File: src/rtl/async_fifo.sv
// rtl/async_fifo.sv - single-clock circular FIFO with Gray-coded pointer flags and error pulses
// Optional macro FIFO_LEVEL_EN adds the 'level' occupancy output.
// Ports:
//   clk        clock, all state updates on the rising edge
//   rst        synchronous reset, active-high
//   wr_en      write request, accepted when not full
//   wdata      write data
//   rd_en      read request, accepted when not empty
//   rdata      registered read data, valid after the accepting edge
//   full       FIFO holds DEPTH entries
//   empty      FIFO holds 0 entries
//   overflow   one-cycle pulse after an edge with wr_en=1 while full
//   underflow  one-cycle pulse after an edge with rd_en=1 while empty
//   level      (FIFO_LEVEL_EN only) entries held, 0..DEPTH
module async_fifo #(
  parameter int WIDTH     = 8,
  parameter int DEPTH     = 8,
  parameter int PTR_WIDTH = $clog2(DEPTH)
) (
  input  logic                 clk,
  input  logic                 rst,
  input  logic                 wr_en,
  input  logic [WIDTH-1:0]     wdata,
  input  logic                 rd_en,
  output logic [WIDTH-1:0]     rdata,
  output logic                 full,
  output logic                 empty,
  output logic                 overflow,
  output logic                 underflow
`ifdef FIFO_LEVEL_EN
  ,
  output logic [PTR_WIDTH:0]   level
`endif
);

  localparam logic [PTR_WIDTH:0] PTR_ONE  = {{PTR_WIDTH{1'b0}}, 1'b1};
  // Selects the Gray bits below the top two; zero when PTR_WIDTH is 1.
  localparam logic [PTR_WIDTH:0] LOW_MASK = (PTR_ONE << (PTR_WIDTH - 1)) - PTR_ONE;

  logic [WIDTH-1:0]   mem [DEPTH];
  logic [PTR_WIDTH:0] wr_bin, rd_bin;
  logic [PTR_WIDTH:0] wr_gray, rd_gray;
  logic [PTR_WIDTH:0] wr_bin_next, rd_bin_next;
  logic               wr_acc, rd_acc;

  always_comb begin
    empty       = (wr_gray == rd_gray);
    // Full: top two Gray bits inverted, remaining bits equal.
    full        = (wr_gray[PTR_WIDTH:PTR_WIDTH-1] == ~rd_gray[PTR_WIDTH:PTR_WIDTH-1]) &&
                  (((wr_gray ^ rd_gray) & LOW_MASK) == '0);
    wr_acc      = wr_en && !full;
    rd_acc      = rd_en && !empty;
    wr_bin_next = wr_bin + PTR_ONE;
    rd_bin_next = rd_bin + PTR_ONE;
  end

  // Storage is never cleared; a reset only moves the pointers.
  always_ff @(posedge clk) begin
    if (!rst && wr_acc) begin
      mem[wr_bin[PTR_WIDTH-1:0]] <= wdata;
    end
  end

  always_ff @(posedge clk) begin
    if (rst) begin
      wr_bin    <= '0;
      rd_bin    <= '0;
      wr_gray   <= '0;
      rd_gray   <= '0;
      rdata     <= '0;
      overflow  <= 1'b0;
      underflow <= 1'b0;
    end else begin
      overflow  <= wr_en && full;
      underflow <= rd_en && empty;
      if (wr_acc) begin
        wr_bin  <= wr_bin_next;
        wr_gray <= wr_bin_next ^ (wr_bin_next >> 1);
      end
      if (rd_acc) begin
        rdata   <= mem[rd_bin[PTR_WIDTH-1:0]];
        rd_bin  <= rd_bin_next;
        rd_gray <= rd_bin_next ^ (rd_bin_next >> 1);
      end
    end
  end

`ifdef FIFO_LEVEL_EN
  assign level = wr_bin - rd_bin;
`endif

endmodule

File: config.mk
export PLATFORM = sky130hd
export DESIGN_NAME = async_fifo
export DESIGN_NICKNAME = d
export VERILOG_FILES = /design/src/rtl/async_fifo.sv
export SDC_FILE = /design/constraint.sdc
export NUM_CORES = 1
export LEC_CHECK = 0
export ABC_AREA = 1
export CORE_UTILIZATION = 60
export CTS_BUF_LIST = sky130_fd_sc_hd__clkbuf_4
export CTS_CLUSTER_SIZE = 16
export DETAILED_ROUTE_END_ITERATION = 10
export PLACE_DENSITY = 0.83
export SLEW_MARGIN = 20
export SYNTH_ARGS = -nofsm -noshare
export SYNTH_HDL_FRONTEND = slang
export SYNTH_SLANG_ARGS = --single-unit
File: constraint.sdc
create_clock -name clk -period 2.8 [get_ports clk]
set_clock_uncertainty 0.2 [all_clocks]
set_input_delay 0.56 -clock clk [delete_from_list [all_inputs] [get_ports clk]]
set_output_delay 0.56 -clock clk [all_outputs]
set_load 0.01 [all_outputs]
== Yosys cells after proc, flatten, opt, wreduce, memory -nomap -nowiden ==
Memories as Yosys holds them, arrays and structs flattened. A register that Yosys moved wholly into a read port is not among the register bits.
Cells that the tools add are included.

* $add $sub $neg: 2
* Equality and inequality tests: 2
* Muxes and demuxes: 2
* Bitwise logic cells: 4
* Reductions and logical operators: 10

{| class="wikitable"
|+ Operators by type and width
! cell !! count
|-
| $add A4 B1 Y4 const B || 2
|-
| $xor A4 B3 Y4 || 2
|-
| $logic_and A1 B1 Y1 || 6
|-
| $eq A4 B4 Y1 || 1
|-
| $logic_not A4 Y1 || 1
|-
| $logic_not A1 Y1 || 3
|-
| $eq A2 B2 Y1 || 1
|-
| $mux W1 || 2
|-
| $not A2 Y2 || 1
|-
| $xor A2 B2 Y2 || 1
|}

* Register bits: 18
* RAM bits: 64
* Memories: 1

{| class="wikitable"
|+ Memories
! memory !! depth !! width !! read ports !! clocked after Yosys merged registers in !! write ports !! RTL line !! text
|-
| mem || 8 || 8 || 1 || 1 || 1 || 40 || <nowiki>logic [WIDTH-1:0] mem [DEPTH];</nowiki>
|}

== Logic depth before layout (Yosys ltp) ==
Gate-level depths: netlist of run 1.

* Word-level depth: 8
* Gate-level depth with buffers: 10

== Worst setup path before layout of run 1 ==
OpenSTA, ideal clock, no wires.

* Path kind: register -> register
* From: register, netlist name wr_bin[3]
* To: memory mem[0][0] (enable)
* Library setup time: 0.383 ns
* Data arrival time: 1.480 ns
* Required time: 2.217 ns
* Path slack: 0.737 ns
* Cell stages (with the launch flop): 8
* Buffers on the path: 0
* Period minus slack after synthesis: 2.063 ns
* Cell sequence: dfxtp_1 > inv_1 > nand2_1 > nand2_1 > nor2_1 > nand2_2 > nand3_1 > nor3_1

{| class="wikitable"
|+ RTL lines
! item !! RTL line
|-
| to (decl) || 40
|}

==> impl_metrics.json, run 1 <==
{
  "io_pins": 24,
  "finalNonFillerCells": 525,
  "post_synth_xor_area_fraction_pct": 0.670,
  "yosys_warnings": 0,
  "timing_hold_violations_final": 0,
  "drive_above_1_share_pct": 13.8,
  "synth-compound-area-share_pct": 1.53,
  "post_cts_resized": 0,
  "reg2reg_slack_ns": 0.78,
  "final_setup_violation_count": 0,
  "die_area_um2": 6860,
  "holdCritPathClass": "reg -> reg",
  "final_min_period_over_clock_period_pct": 95.6,
  "place_congestion": 0.844,
  "floorplan.initialDensity_pct": 62.1,
  "syn_avg_cell_area_um2": 9.40,
  "detail_route.vias_per_cell": 5.36,
  "synth-simple-area-share_pct": 30.1,
  "num_vias": 2813,
  "pwr_density_cell_nw_per_um2": 731,
  "path_class": "reg -> out",
  "synth_top_family_by_area": "simple AND/OR/NAND/NOR gates",
  "clk_root_buffer_cell": "sky130_fd_sc_hd__clkbuf_4",
  "final.fill_count": 474,
  "post_synth_num_cell_types": 23,
  "grt_pass1_wl_um": 12400,
  "initialDrtViolationCount": 270,
  "leakagePower_uw": 0.00179,
  "layout_min_cycle_time_ns": 2.68,
  "internal_power_uw": 2130,
  "ys_dominant_reg_cell": "sky130_fd_sc_hd__edfxtp_1",
  "die_width_um": 82.8,
  "synthAdderAreaFrac_pct": 0.638,
  "wirelength_um": 7380,
  "postSynthRegisterBits": 88,
  "port_buffers": 23,
  "hpwlAfterDp_um": 4810,
  "clk-insertion-delay-late_ns": 0.44,
  "fin_setup_tns_ns": 0,
  "drt_pass1_iterations": 5,
  "final.hold.worst_slack_ns": 0.309,
  "postSynth.asyncResetShare_pct": 0,
  "power.share.sequential_pct": 48.7,
  "initial_antenna_violation_count": 0,
  "cts_buffers": 9,
  "std_cell_rows": 29,
  "power.clock.fraction_pct": 23.1,
  "switching_share_pct": 33.7,
  "clk_transition_reported_paths_ns": 0.14,
  "syn_inst": 417,
  "max_clock_freq_mhz": 374,
  "synth_area_um2": 3920,
  "pin_count_of_the_biggest_net_entering_global_routing": 35,
  "synthToLayoutAreaGrowth_pct": 12.1,
  "drc_errors": 0,
  "cp_max_fo": 15,
  "route.antenna.remaining_nets": 0,
  "worst_setup_path_end_kind": "output pin",
  "arrival_time_worst_endpoint_ns": 1.92,
  "dp.cells": 509,
  "net-switching-power_uw": 1080,
  "cts_buffer_depth": 2,
  "status": "completed",
  "seq_area_frac_synth_pct": 61.3,
  "ir_worst_vdd_mv": 0.474,
  "tightestPinTransition_ns": 0.932,
  "multi_input_comb_area_um2": 1310,
  "global_route_total_overflow": 0,
  "hold_buffers": 0,
  "gr-usage-all-layers_pct": 23.1,
  "startpoint_type": "register",
  "synthMuxAreaShare_pct": 0,
  "cts_htree_levels": 3,
  "route.detailed.wl_per_inst_um": 14.1,
  "regArea_um2": 2410,
  "cts_sinks": 88,
  "maxCapViolations": 0,
  "rsz_0062_raised_after_global_routing": "no",
  "cts_tree": "built",
  "synth-edff-count": 64,
  "core_region_area_um2": 6310,
  "post-cts-setup-buffer-count": 0,
  "die_h_um": 82.8,
  "num-nets-final": 457,
  "timing.final.max_slew_violations": 0,
  "cp_data_required_time_ns": 2.04,
  "combinationalPowerShare_pct": 28.3,
  "synth_nets": 431,
  "vias_in_the_first_global_route": 2654,
  "antenna_cells_inserted": 0,
  "relSlewSlack_pct": 37.8
}
[metrics by stage]
stage / total power (µW) / cell area (µm²) / setup slack (ns) / utilization [%]
2_1_floorplan: 2250 / 3920 / 0.737 / -
3_3_place_gp: 2440 / 4220 / 0.539 / 66.8
3_5_place_dp: 2460 / 4220 / 0.530 / 66.8
4_1_cts: 3190 / 4370 / 0.0409 / 69.1
5_1_grt: 3390 / 4390 / 0.00408 / 69.6
6_report: 3210 / 4390 / 0.124 / 69.6
[final cells by class]
type,count,share of cell area (%)
inverters,28,2.42
clock inverters,5,1.51
well taps,77,2.19
clock buffers,11,1.88
repair buffers,35,7.29
flip-flops and latches,88,54.8
multi-input cells,281,29.9
[critical path, stage by stage, from the launching register on]
cell and delay (ns):
sky130_fd_sc_hd__dfxtp_2 0.39, sky130_fd_sc_hd__inv_1 0.07, sky130_fd_sc_hd__nand2_1 0.06, sky130_fd_sc_hd__nand2_1 0.08
sky130_fd_sc_hd__nor2_4 0.17, sky130_fd_sc_hd__nand2_8 0.11, sky130_fd_sc_hd__inv_1 0.07, sky130_fd_sc_hd__clkdlybuf4s50_1 0.52
[cell usage in the layout (no fill, tap or decap), drive strengths merged]
cell type | Yosys | final
a21oi | 12 | 12
buf | 15 | 12
bufinv | 0 | 1
clkbuf | 5 | 11
clkdlybuf4s50 | 0 | 23
clkinv | 1 | 3
clkinvlp | 0 | 1
dfxtp | 24 | 24
edfxtp | 64 | 64
ha | 2 | 2
inv | 27 | 28
nand2 | 147 | 147
nand3 | 67 | 67
nand3b | 1 | 1
nand4 | 2 | 2
nor2 | 39 | 39
nor3 | 6 | 6
or2 | 2 | 2
xor2 | 3 | 3
[state kept, by name (all words and copies together) (netlist names)]
name / count
rd_bin: 4
underflow: 1
wr_bin: 4
rdata: 8
overflow: 1
rd_gray: 3
wr_gray: 3
mem: 64
[synth_stat cells, types with 3 or more instances]
master                       n  area share [%]
sky130_fd_sc_hd__inv_1      27             2.6
sky130_fd_sc_hd__dfxtp_1    24              12
sky130_fd_sc_hd__nand3_1    67             8.6
sky130_fd_sc_hd__clkbuf_1    5            0.48
sky130_fd_sc_hd__edfxtp_1   64              49
sky130_fd_sc_hd__nand2_1   143              14
sky130_fd_sc_hd__nor2_1     19             1.8
sky130_fd_sc_hd__buf_2      12             1.5
sky130_fd_sc_hd__nor3_1      6            0.77
sky130_fd_sc_hd__nor2_2     19             3.0
sky130_fd_sc_hd__a21oi_1    12             1.5
sky130_fd_sc_hd__xor2_1      3            0.67
[routing by layer]
metal / GRT usage, % / vias up / share of wire, %
met5: 0 / - / 0
met4: 10.3 / 0 / 1.4
met3: 4.57 / 15 / 6.7
met2: 35.5 / 100 / 46
met1: 32.0 / 1271 / 46
li1: - / 1427 / -
[final timing paths]
check | from | end | depth (start not counted)
hold reg to reg | wr_gray[1] | wr_gray[1] | 2
hold / removal | wr_gray[1] | wr_gray[1] | 2
setup reg to reg | rd_gray[2] | mem[1][3] | 8
setup / recovery | wr_bin[3] | empty | 7
[power by group through the flow]
stage	sequential, µW	clock, µW	combinational, µW
2_1_floorplan	1570	0	675
3_3_place_gp	1580	0	852
3_5_place_dp	1590	0	872
4_1_cts	1560	749	878
5_1_grt	1580	795	1020
6_report	1560	741	907
[logic make-up (layout without fill, tap and decap cells)]
logic type,count (synthesis),count (layout)
compound gates,12,12
xor+xnor,3,3
fa+ha+maj,2,2
buf+inv,48,79
flops,88,88
simple gates,264,264
(Power assumes the default switching activity.)
==> run 2: changes to the inputs <==
CTS_BUF_LIST = sky130_fd_sc_hd__clkbuf_8   (was sky130_fd_sc_hd__clkbuf_4)
==> run 2 against run 1 <==
Compared with the run above: die area did not move; highest routed layer unchanged; hold slack better by 0.017 ns; power up 3.6%; critical path type unchanged; critical endpoint is now full.
==> impl_metrics.json, run 2 (synthesis results as in run 1) <==
{
  "cp_max_fo": 16,
  "startpoint_type": "register",
  "fin_setup_tns_ns": 0,
  "place_congestion": 0.844,
  "final_setup_violation_count": 0,
  "ir_worst_vdd_mv": 0.533,
  "pin_count_of_the_biggest_net_entering_global_routing": 35,
  "cts_sinks": 88,
  "timing_hold_violations_final": 0,
  "overall_power_after_layout_uw": 3330,
  "finalNonFillerCells": 525,
  "grt_met2_use_pct": 36.8,
  "route.antenna.remaining_nets": 0,
  "max_clock_freq_mhz": 372,
  "cts_htree_levels": 3,
  "drc_errors": 0,
  "die_width_um": 82.8,
  "die_h_um": 82.8,
  "antenna_cells_inserted": 0,
  "global_route_total_overflow": 0,
  "status": "completed",
  "post-cts-setup-buffer-count": 0,
  "final_core_util_pct": 70.0,
  "post_cts_resized": 0,
  "cts_buffer_depth": 2,
  "drive_above_1_share_pct": 11.8,
  "io_pins": 24,
  "relSlewSlack_pct": 38.1,
  "pwr_density_cell_nw_per_um2": 753,
  "leakagePower_uw": 0.00181,
  "cp_data_required_time_ns": 2.04,
  "gr-usage-met1_pct": 31.8,
  "drt_pass1_iterations": 5,
  "most-common-layout-cells": "sky130_fd_sc_hd__nand2_1, sky130_fd_sc_hd__nand3_1, sky130_fd_sc_hd__edfxtp_1",
  "vias_in_the_first_global_route": 2724,
  "gr-usage-all-layers_pct": 23.3,
  "std_cell_rows": 29,
  "maxCapViolations": 0,
  "floorplan.initialDensity_pct": 62.1,
  "hpwlAfterDp_um": 4810,
  "grt_pass1_wl_um": 12600,
  "layout_min_cycle_time_ns": 2.69,
  "final_min_period_over_clock_period_pct": 96.0,
  "initial_antenna_violation_count": 0,
  "synthToLayoutAreaGrowth_pct": 12.7,
  "grtUsageMet3_pct": 4.27,
  "port_buffers": 23,
  "num-nets-final": 457,
  "clk_root_buffer_cell": "sky130_fd_sc_hd__clkbuf_8",
  "final.fill_count": 465,
  "route.detailed.wl_per_inst_um": 14.2,
  "detail_route.vias_per_cell": 5.42,
  "tightestPinTransition_ns": 0.928,
  "max_reg_flops": 64,
  "timing.final.max_slew_violations": 0,
  "top_usage_layer": "met2",
  "wirelength_um": 7470,
  "clk-insertion-delay-late_ns": 0.35,
  "clk_transition_reported_paths_ns": 0.09,
  "die_area_um2": 6860,
  "initialDrtViolationCount": 255,
  "cts_buffers": 9,
  "worst_setup_path_end_kind": "output pin",
  "core_region_area_um2": 6310,
  "cts_tree": "built",
  "holdCritPathClass": "reg -> reg",
  "hold_buffers": 0,
  "dp.cells": 509,
  "layout_commonest_cell": "sky130_fd_sc_hd__nand2_1",
  "rsz_0062_raised_after_global_routing": "no",
  "path_class": "reg -> out",
  "num_vias": 2847,
  "arrival_time_worst_endpoint_ns": 1.93
}
[run 2: metrics by stage]
stage	cell area, µm²	worst slack, ns	hold WS, ns
6_report	4420	0.113	0.326
4_1_cts	4410	0.120	0.327
2_1_floorplan	3920	0.737	0.274
3_3_place_gp	4220	0.539	0.293
3_5_place_dp	4220	0.530	0.306
5_1_grt	4420	0.0122	0.360
[run 2: final cells by class]
class / instances / area, µm² / area share (%)
Tap cell: 77 / 96.3 / 2.18
Clock inverter: 7 / 73.8 / 1.67
Inverter: 28 / 106 / 2.41
Clock buffer: 9 / 124 / 2.80
Multi-Input combinational cell: 281 / 1300 / 29.3
Sequential cell: 88 / 2400 / 54.4
Timing Repair Buffer: 35 / 320 / 7.25
[run 2: final timing paths]
kind,startpoint,endpoint,slack (ns),cells after the start
worst min-delay path,rdata[0],rdata[0],0.33,4
worst max-delay path,wr_bin[3],full,0.11,7
worst max register to register,wr_bin[3],mem[4][3],0.75,8
worst min register to register,rdata[0],rdata[0],0.33,4
[run 2: metal layers]
metal	vias up	wire length [µm]	share of wire, %
met5	-	0	0
met4	0	88	1.2
met3	11	488	6.5
met2	97	3490	47
met1	1314	3410	46
li1	1425	-	-
[run 2: power breakdown]
| part | internal [µW] | switching [µW] |
|---|---|---|
| registers | 1490 | 74.0 |
| logic | 330 | 562 |
| clock network | 416 | 461 |
| total | 2230 | 1100 |
[run 2: worst max-delay path, cell delays in order (launching register included)]
cell and delay (ns):
sky130_fd_sc_hd__dfxtp_1 0.41, sky130_fd_sc_hd__inv_1 0.09, sky130_fd_sc_hd__nand2_1 0.08, sky130_fd_sc_hd__nand2_1 0.06
sky130_fd_sc_hd__nor2_1 0.18, sky130_fd_sc_hd__nand2_4 0.15, sky130_fd_sc_hd__inv_1 0.08, sky130_fd_sc_hd__clkdlybuf4s50_1 0.52
